===== src/rtl/shift_pkg.sv =====
`default_nettype none
// ============================================================================
//  Module      : shift_pkg
//  Description : Shared opcode constants, internal operation encoding and
//                elaboration-time helpers for the pipelined barrel shifter.
//  Revision    : 1.0  initial release
// ============================================================================
package shift_pkg;

    // External 6-bit operation codes
    localparam logic [5:0] C_OPC_SLL = 6'd0;
    localparam logic [5:0] C_OPC_SRL = 6'd2;
    localparam logic [5:0] C_OPC_SRA = 6'd3;
    localparam logic [5:0] C_OPC_ROL = 6'd4;
    localparam logic [5:0] C_OPC_ROR = 6'd6;

    // Compact internal encoding carried down the pipeline
    typedef enum logic [2:0] {
        OP_SLL = 3'd0,
        OP_SRL = 3'd1,
        OP_SRA = 3'd2,
        OP_ROL = 3'd3,
        OP_ROR = 3'd4
    } shift_op_e;

    // Ceiling log2, usable in constant expressions
    function automatic int clog2(input int value);
        int result;
        int remain;
        result = 0;
        remain = value - 1;
        while (remain > 0) begin
            result = result + 1;
            remain = remain >> 1;
        end
        return result;
    endfunction

    // Unknown opcodes fall back to a logical left shift
    function automatic shift_op_e decode_op(input logic [5:0] code);
        shift_op_e op;
        case (code)
            C_OPC_SRL: op = OP_SRL;
            C_OPC_SRA: op = OP_SRA;
            C_OPC_ROL: op = OP_ROL;
            C_OPC_ROR: op = OP_ROR;
            default:   op = OP_SLL;
        endcase
        return op;
    endfunction

    // True when a register boundary follows mux stage 'stage'. Spreads
    // 'pipe' boundaries evenly over 'nstg' stages; the last stage always
    // gets one because pipe <= nstg.
    function automatic bit is_boundary(input int stage, input int pipe, input int nstg);
        return (((stage + 1) * pipe) / nstg) > ((stage * pipe) / nstg);
    endfunction

endpackage
`default_nettype wire


===== src/rtl/shift_pipe_if.sv =====
`default_nettype none
// ============================================================================
//  Module      : shift_pipe_if
//  Description : Operation/result handshake bundle for shift_pipe. The
//                operation code is named op_type because 'type' is reserved.
//  Revision    : 1.0  initial release
// ============================================================================
interface shift_pipe_if #(
    parameter int WIDTH = 32
);
    logic             in_valid;
    logic             in_ready;
    logic [5:0]       op_type;
    logic [WIDTH-1:0] number;
    logic [WIDTH-1:0] movenum;
    logic             out_valid;
    logic             out_ready;
    logic [WIDTH-1:0] result;
    logic             zero;

    // Producer/consumer side (testbench or surrounding logic)
    modport master (
        output in_valid,
        output op_type,
        output number,
        output movenum,
        output out_ready,
        input  in_ready,
        input  out_valid,
        input  result,
        input  zero
    );

    // Shifter side
    modport slave (
        input  in_valid,
        input  op_type,
        input  number,
        input  movenum,
        input  out_ready,
        output in_ready,
        output out_valid,
        output result,
        output zero
    );
endinterface
`default_nettype wire


===== src/rtl/shift_pipe_stage.sv =====
`default_nettype none
// ============================================================================
//  Module      : shift_stage
//  Description : One binary mux stage of the barrel shifter. Moves the data
//                by DIST bit positions when enabled, in the direction and
//                fill mode selected by the operation.
//  Revision    : 1.0  initial release
// ============================================================================
module shift_stage
    import shift_pkg::*;
#(
    parameter int WIDTH = 32,
    parameter int DIST  = 1
) (
    input  logic [WIDTH-1:0] data_i,
    input  shift_op_e        op_i,
    input  logic             en_i,
    input  logic             fill_i,
    output logic [WIDTH-1:0] data_o
);

    // Select shifted or unshifted data; SRL arrives with fill_i already 0
    always_comb begin
        data_o = data_i;
        if (en_i) begin
            case (op_i)
                OP_SRL, OP_SRA: data_o = {{DIST{fill_i}}, data_i[WIDTH-1:DIST]};
                OP_ROL:         data_o = {data_i[WIDTH-1-DIST:0], data_i[WIDTH-1:WIDTH-DIST]};
                OP_ROR:         data_o = {data_i[DIST-1:0], data_i[WIDTH-1:DIST]};
                default:        data_o = {data_i[WIDTH-1-DIST:0], {DIST{1'b0}}};
            endcase
        end
    end

endmodule
`default_nettype wire


===== src/rtl/shift_pipe.sv =====
`default_nettype none
// ============================================================================
//  Module      : shift_pipe
//  Description : Pipelined barrel shifter (SLL/SRL/SRA/ROL/ROR) built from
//                log2(WIDTH) mux stages with PIPE evenly spread register
//                boundaries, the last one at the output. All stages advance
//                together under one enable, so back-pressure freezes the
//                whole pipe and bubbles keep their slots.
//  Revision    : 1.0  initial release
// ============================================================================
module shift_pipe
    import shift_pkg::*;
#(
    parameter int WIDTH = 32,
    parameter int PIPE  = 2
) (
    input  logic       clk,
    input  logic       reset,
    shift_pipe_if.slave bus
);

    localparam int C_NSTG = clog2(WIDTH);

    // Per-stage operation record; index s is the input of mux stage s,
    // index C_NSTG is what the output register sees.
    logic             w_stg_valid [0:C_NSTG];
    shift_op_e        w_stg_op    [0:C_NSTG];
    logic             w_stg_fill  [0:C_NSTG];
    logic             w_stg_ovf   [0:C_NSTG];
    logic [WIDTH-1:0] w_stg_data  [0:C_NSTG];
    logic [C_NSTG-1:0] w_stg_amt  [0:C_NSTG-1];

    logic             w_adv;
    shift_op_e        w_in_op;
    logic             w_is_rot;
    logic [WIDTH-1:0] w_final;

    logic             out_valid_q;
    logic [WIDTH-1:0] result_q;
    logic             zero_q;

    // Single advance enable depends only on output state, never on in_valid
    assign w_adv        = !out_valid_q || bus.out_ready;
    assign bus.in_ready = w_adv;

    // Decode the request into the record entering the first mux stage
    assign w_in_op         = decode_op(bus.op_type);
    assign w_stg_valid[0]  = bus.in_valid;
    assign w_stg_op[0]     = w_in_op;
    assign w_stg_fill[0]   = (w_in_op == OP_SRA) && bus.number[WIDTH-1];
    assign w_stg_ovf[0]    = |bus.movenum[WIDTH-1:C_NSTG];
    assign w_stg_amt[0]    = bus.movenum[C_NSTG-1:0];
    assign w_stg_data[0]   = bus.number;

    genvar s;
    generate
        for (s = 0; s < C_NSTG; s = s + 1) begin : g_stage
            logic [WIDTH-1:0] w_shifted;

            shift_stage #(
                .WIDTH (WIDTH),
                .DIST  (1 << s)
            ) u_stage (
                .data_i (w_stg_data[s]),
                .op_i   (w_stg_op[s]),
                .en_i   (w_stg_amt[s][s]),
                .fill_i (w_stg_fill[s]),
                .data_o (w_shifted)
            );

            if (s == C_NSTG - 1) begin : g_last
                // Final mux output feeds the output register directly
                assign w_stg_valid[s+1] = w_stg_valid[s];
                assign w_stg_op[s+1]    = w_stg_op[s];
                assign w_stg_fill[s+1]  = w_stg_fill[s];
                assign w_stg_ovf[s+1]   = w_stg_ovf[s];
                assign w_stg_data[s+1]  = w_shifted;
            end else if (is_boundary(s, PIPE, C_NSTG)) begin : g_reg
                logic              valid_q;
                shift_op_e         op_q;
                logic              fill_q;
                logic              ovf_q;
                logic [C_NSTG-1:0] amt_q;
                logic [WIDTH-1:0]  data_q;

                // Intermediate pipeline register, frozen while stalled
                always_ff @(posedge clk) begin
                    if (reset) begin
                        valid_q <= 1'b0;
                        op_q    <= OP_SLL;
                        fill_q  <= 1'b0;
                        ovf_q   <= 1'b0;
                        amt_q   <= '0;
                        data_q  <= '0;
                    end else if (w_adv) begin
                        valid_q <= w_stg_valid[s];
                        op_q    <= w_stg_op[s];
                        fill_q  <= w_stg_fill[s];
                        ovf_q   <= w_stg_ovf[s];
                        amt_q   <= w_stg_amt[s];
                        data_q  <= w_shifted;
                    end
                end

                assign w_stg_valid[s+1] = valid_q;
                assign w_stg_op[s+1]    = op_q;
                assign w_stg_fill[s+1]  = fill_q;
                assign w_stg_ovf[s+1]   = ovf_q;
                assign w_stg_amt[s+1]   = amt_q;
                assign w_stg_data[s+1]  = data_q;
            end else begin : g_comb
                assign w_stg_valid[s+1] = w_stg_valid[s];
                assign w_stg_op[s+1]    = w_stg_op[s];
                assign w_stg_fill[s+1]  = w_stg_fill[s];
                assign w_stg_ovf[s+1]   = w_stg_ovf[s];
                assign w_stg_amt[s+1]   = w_stg_amt[s];
                assign w_stg_data[s+1]  = w_shifted;
            end
        end
    endgenerate

    // Distances >= WIDTH saturate shifts to the fill pattern; rotates wrap
    assign w_is_rot = (w_stg_op[C_NSTG] == OP_ROL) || (w_stg_op[C_NSTG] == OP_ROR);
    assign w_final  = (w_stg_ovf[C_NSTG] && !w_is_rot) ? {WIDTH{w_stg_fill[C_NSTG]}}
                                                       : w_stg_data[C_NSTG];

    // Output register: result, zero flag and valid move together
    always_ff @(posedge clk) begin
        if (reset) begin
            out_valid_q <= 1'b0;
            result_q    <= '0;
            zero_q      <= 1'b0;
        end else if (w_adv) begin
            out_valid_q <= w_stg_valid[C_NSTG];
            result_q    <= w_final;
            zero_q      <= (w_final == '0);
        end
    end

    assign bus.out_valid = out_valid_q;
    assign bus.result    = result_q;
    assign bus.zero      = zero_q;

endmodule
`default_nettype wire


===== src/flat_wrapper.sv =====
// flat-port wrapper written by rule: the top's interface ports become plain ports
module shift_pipe_flat import shift_pkg::*;
#(
    parameter int WIDTH = 32,
    parameter int PIPE  = 2
)
  (clk, reset, bus_in_valid, bus_op_type, bus_number, bus_movenum, bus_out_ready, bus_in_ready, bus_out_valid, bus_result, bus_zero);
  shift_pipe_if #(.WIDTH(WIDTH)) bus_i ();
  input  logic clk;
  input  logic reset;
  input wire logic [$bits(bus_i.in_valid)-1:0] bus_in_valid;
  input wire logic [$bits(bus_i.op_type)-1:0] bus_op_type;
  input wire logic [$bits(bus_i.number)-1:0] bus_number;
  input wire logic [$bits(bus_i.movenum)-1:0] bus_movenum;
  input wire logic [$bits(bus_i.out_ready)-1:0] bus_out_ready;
  output wire logic [$bits(bus_i.in_ready)-1:0] bus_in_ready;
  output wire logic [$bits(bus_i.out_valid)-1:0] bus_out_valid;
  output wire logic [$bits(bus_i.result)-1:0] bus_result;
  output wire logic [$bits(bus_i.zero)-1:0] bus_zero;
  assign bus_i.in_valid = bus_in_valid;
  assign bus_i.op_type = bus_op_type;
  assign bus_i.number = bus_number;
  assign bus_i.movenum = bus_movenum;
  assign bus_i.out_ready = bus_out_ready;
  assign bus_in_ready = bus_i.in_ready;
  assign bus_out_valid = bus_i.out_valid;
  assign bus_result = bus_i.result;
  assign bus_zero = bus_i.zero;
  shift_pipe #(.WIDTH(WIDTH), .PIPE(PIPE)) u_core (.clk(clk), .reset(reset), .bus(bus_i));
endmodule

===== config.mk =====
export PLATFORM = sky130hd
export DESIGN_NAME = shift_pipe_flat
export DESIGN_NICKNAME = d
export VERILOG_FILES = /design/src/rtl/shift_pkg.sv /design/src/rtl/shift_pipe_if.sv /design/src/rtl/shift_pipe_stage.sv /design/src/rtl/shift_pipe.sv /design/src/flat_wrapper.sv
export SDC_FILE = /design/constraint.sdc
export NUM_CORES = 1
export LEC_CHECK = 0
export BUFFER_PORTS_ARGS = -buffer_cell sky130_fd_sc_hd__buf_2
export CAP_MARGIN = 20
export CORE_AREA = 4 4 114 116
export CTS_BUF_LIST = sky130_fd_sc_hd__clkbuf_8
export CTS_CLUSTER_DIAMETER = 30
export DETAILED_ROUTE_END_ITERATION = 10
export DIE_AREA = 0 0 118 120
export PLACE_DENSITY = 0.87
export SYNTH_ARGS = -nofsm -noshare
export SYNTH_HDL_FRONTEND = slang
export SYNTH_HIERARCHICAL = 1
export SYNTH_SLANG_ARGS = --single-unit

===== constraint.sdc =====
create_clock -name clk -period 10.65 [get_ports clk]
set_input_delay 0.5325 -clock clk [delete_from_list [all_inputs] [get_ports clk]]
set_output_delay 0.5325 -clock clk [all_outputs]
set_load 0.02 [all_outputs]

==> metrics.yaml <==
outcome:
  status: "complete, no violations"
run:
  maxCapViolations: 0
synthesis:
  yosys_warnings: 6
  synth-xor-area-share: 0.0139
  synth-edff-count: 0
  synth_area_per_cell_um2: 7.64
  yosys.area_share.simple: 0.259
  synth_nets: 1064
  syn_area_um2: 7560
  synthArstFlopShare: 0
  synth_compound_area_frac: 0.328
  seq_area_frac_synth: 0.196
  synth_top_family_by_area: "compound AO/OA/AOI/OAI gates"
  synth_mux_area_frac: 0.109
  synth-seq-cells: 74
  synthCells: 990
  yosysUniqueCellTypes: 61
  synthAdderAreaFrac: 0
  ys.flop_type: "dfxtp_1"
cells_and_area:
  diodes: 0
  multi_input_area_um2: 5400
  regArea_um2: 1480
  fillers: 1003
  drive_gt1_frac: 0.237
  area_growth_pct: 6.68
  stdcell_count: 1163
  final_cell_mix: "buf_2, o2111ai_1, nand2_1"
  mostFrequentLayoutCell: "buf_2"
  fin_util: 0.677
  nets: 1085
placement:
  port_buffers: 108
  place_ws_ns: 5.87
  gp_congestion: 0.973
  place_hpwl_mm: 15.1
  dp.cells: 1145
worst_setup_path:
  cp.arrival_ns: 4.82
  crit_path_cell_trace: "buf_2 -> or3b_1 -> a21oi_4 -> buf_4 -> buf_4 -> or4bb_2 -> a41oi_1 -> mux2i_1 -> a211o_1 -> a31oi_1 -> nor4bb_1 -> nor4b_1 -> o22ai_1 -> nand2_1 -> a21oi_1"
  max_stage_delay_ns: 0.70
  start_kind: "primary input"
  path_max_fanout: 78
  crit_slowest_cell: "buf_4"
  cp-end-kind: "flop"
  path_buf_inv: 3
  cp_data_required_time_ns: 10.92
  path_delay_family: "simple AND/OR/NAND/NOR gates"
  criticalPathCategory: "in2reg"
  crit_top_cell: "buf_4"
clocking:
  clock_sinks: 74
  cts-root-buf: "clkbuf_8"
  post_cts_resized: 0
  postCtsSetupBuffers: 0
  path_clk_slew_ns: 0.08
  worst_skew_pair.late_latency_ns: 0.35
  clk_path_buf_depth: 2
  cts_max_level: 3
  cts_tree: "built"
  cts_hold_buf: 0
  cts_buffers: 9
timing:
  hold_slack_ns: 0.423
  worst_pin_slew_ns: 1.08
  period_needed_ns: 4.55
  setup_slack_ns: 6.10
  slew_headroom: 0.279
  setup_viol: 0
  maxSlewViolCount: 0
  rsz0062_at_grt: "no"
  finalSetupTns_ns: 0
  max_freq_mhz: 220
  finalCritPeriodShare: 0.427
  final_hold_viol_count: 0
  finClkSkew_ns: 0.0168
die:
  die_area_um2: 14200
  pin_count: 109
  start_util: 0.635
  fp.dieW_um: 118
  core_area_um2: 11900
  die_y_um: 120
  rows: 40
worst_hold_path:
  hold_class: "in2reg"
global_routing:
  use_met1: 0.402
  grt_pass1_wl_mm: 36.1
  met3_usage: 0.0650
  antenna_found_initial: 0
  grt_max_degree: 93
  grtUsageTotal: 0.300
  grt-busiest-layer: "met2"
  met2_usage: 0.470
  grt-ovfl-total: 0
  grt_pass1_vias: 7283
routing:
  drt.antenna.violating_nets: 0
  post_drt_wl_per_cell_um: 19.2
  vias_per_cell: 7.08
  drt-initial-drc-count: 1204
  routed_wl_mm: 22.3
  dr.pass1.iters: 9
  drc: 0
  vias: 8238
power_and_ir_drop:
  peakVddDrop_v: 0.0000643
  clkPwrFrac: 0.276
  sw_frac_of_total: 0.375
  internal_power_mw: 0.529
  p_seq_frac: 0.376
  leakagePower_nw: 2.94
  power_frac_comb: 0.349
  p_per_area_nw_per_um2: 105
  p_sw_mw: 0.318
area by class of cell:
| class | count | share of cell area |
|---|---|---|
| tap | 147 | 0.0228 |
| sequential | 74 | 0.184 |
| inverter | 24 | 0.0112 |
| timing repair buffer | 126 | 0.0872 |
| multi-input combinational | 776 | 0.670 |
| clock inverter | 7 | 0.0102 |
| clock buffer | 9 | 0.0154 |
logic make-up after synthesis:
group,Yosys count
flip-flops,74
AND/OR/NAND/NOR,385
XOR/XNOR,9
AO/OA/AOI/OAI,307
multiplexers,75
buffers and inverters,140
power by group through the flow:
stage	clock, mW	sequential, mW	combinational [mW]
3_5_place_dp	0	0.324	0.282
6_report	0.233	0.318	0.295
2_1_floorplan	0	0.328	0.203
5_1_grt	0.250	0.321	0.320
3_3_place_gp	0	0.323	0.276
4_1_cts	0.236	0.318	0.285
tightest hold or removal path, cell delays in order:
cell     delay, ns
buf_2         0.09
nand2_1       0.04
a21oi_1       0.05
metal layers:
layer | routed length (um) | vias up
li1 | - | 3858
met1 | 9040 | 3787
met2 | 10100 | 512
met3 | 2340 | 81
met4 | 789 | 0
met5 | 0 | -
cells in the mapped netlist (all sizes together), types with 2 or more instances:
| cell | count | area share |
|---|---|---|
| a211o | 10 | 0.012 |
| a211oi | 33 | 0.033 |
| a21oi | 53 | 0.035 |
| a221o | 16 | 0.022 |
| a221oi | 16 | 0.027 |
| a22o | 16 | 0.019 |
| a31oi | 11 | 0.0091 |
| a32oi | 8 | 0.0093 |
| and4bb | 2 | 0.0033 |
| buf | 64 | 0.056 |
| clkbuf | 52 | 0.026 |
| dfxtp | 74 | 0.20 |
| inv | 23 | 0.011 |
| mux2 | 60 | 0.089 |
| mux2i | 15 | 0.020 |
| nand2 | 98 | 0.049 |
| nand2b | 54 | 0.046 |
| nand3 | 54 | 0.036 |
| nand3b | 5 | 0.0050 |
| nand4 | 3 | 0.0025 |
| nor2 | 86 | 0.043 |
| nor3 | 40 | 0.029 |
| nor3b | 3 | 0.0045 |
| nor4 | 14 | 0.012 |
| nor4b | 6 | 0.0069 |
| nor4bb | 8 | 0.011 |
| o2111ai | 104 | 0.12 |
| o211ai | 13 | 0.014 |
| o21a | 4 | 0.0060 |
| o21ai | 9 | 0.0069 |
| o22ai | 9 | 0.0093 |
| or3 | 2 | 0.0017 |
| or3b | 5 | 0.0058 |
| xnor2 | 6 | 0.0094 |
| xor2 | 3 | 0.0045 |
state kept, by name, summed over array words and instances, names as in the netlist:
name / cells
u_core/g_stage.g_reg.data_q: 32
u_core/g_stage.g_reg.amt_q: 2
u_core/g_stage.g_reg.valid_q: 1
u_core/g_stage.g_reg.fill_q: 1
u_core/bus.out_valid: 1
u_core/bus.result: 32
u_core/g_stage.g_reg.op_q: 3
u_core/g_stage.g_reg.ovf_q: 1
u_core/bus.zero: 1
metrics by stage:
step,area [um2],power (mW)
finish,8070,0.846
CTS,8030,0.838
detailed placement,7830,0.606
global placement,7810,0.599
floorplan,7560,0.531
global route,8070,0.891
final timing paths:
path / start / to / slack (ns) / cells past startpoint
max reg2reg: u_core/g_stage[2].g_reg.amt_q[3] / u_core/bus.zero / 6.72 / 9
min: bus_in_valid / u_core/g_stage[2].g_reg.valid_q / 0.42 / 3
min reg2reg: u_core/g_stage[2].g_reg.valid_q / u_core/g_stage[2].g_reg.valid_q / 0.46 / 2
max: bus_op_type[1] / u_core/g_stage[2].g_reg.data_q[29] / 6.10 / 15
No activity file was read; power rests on OpenSTA's default activity.
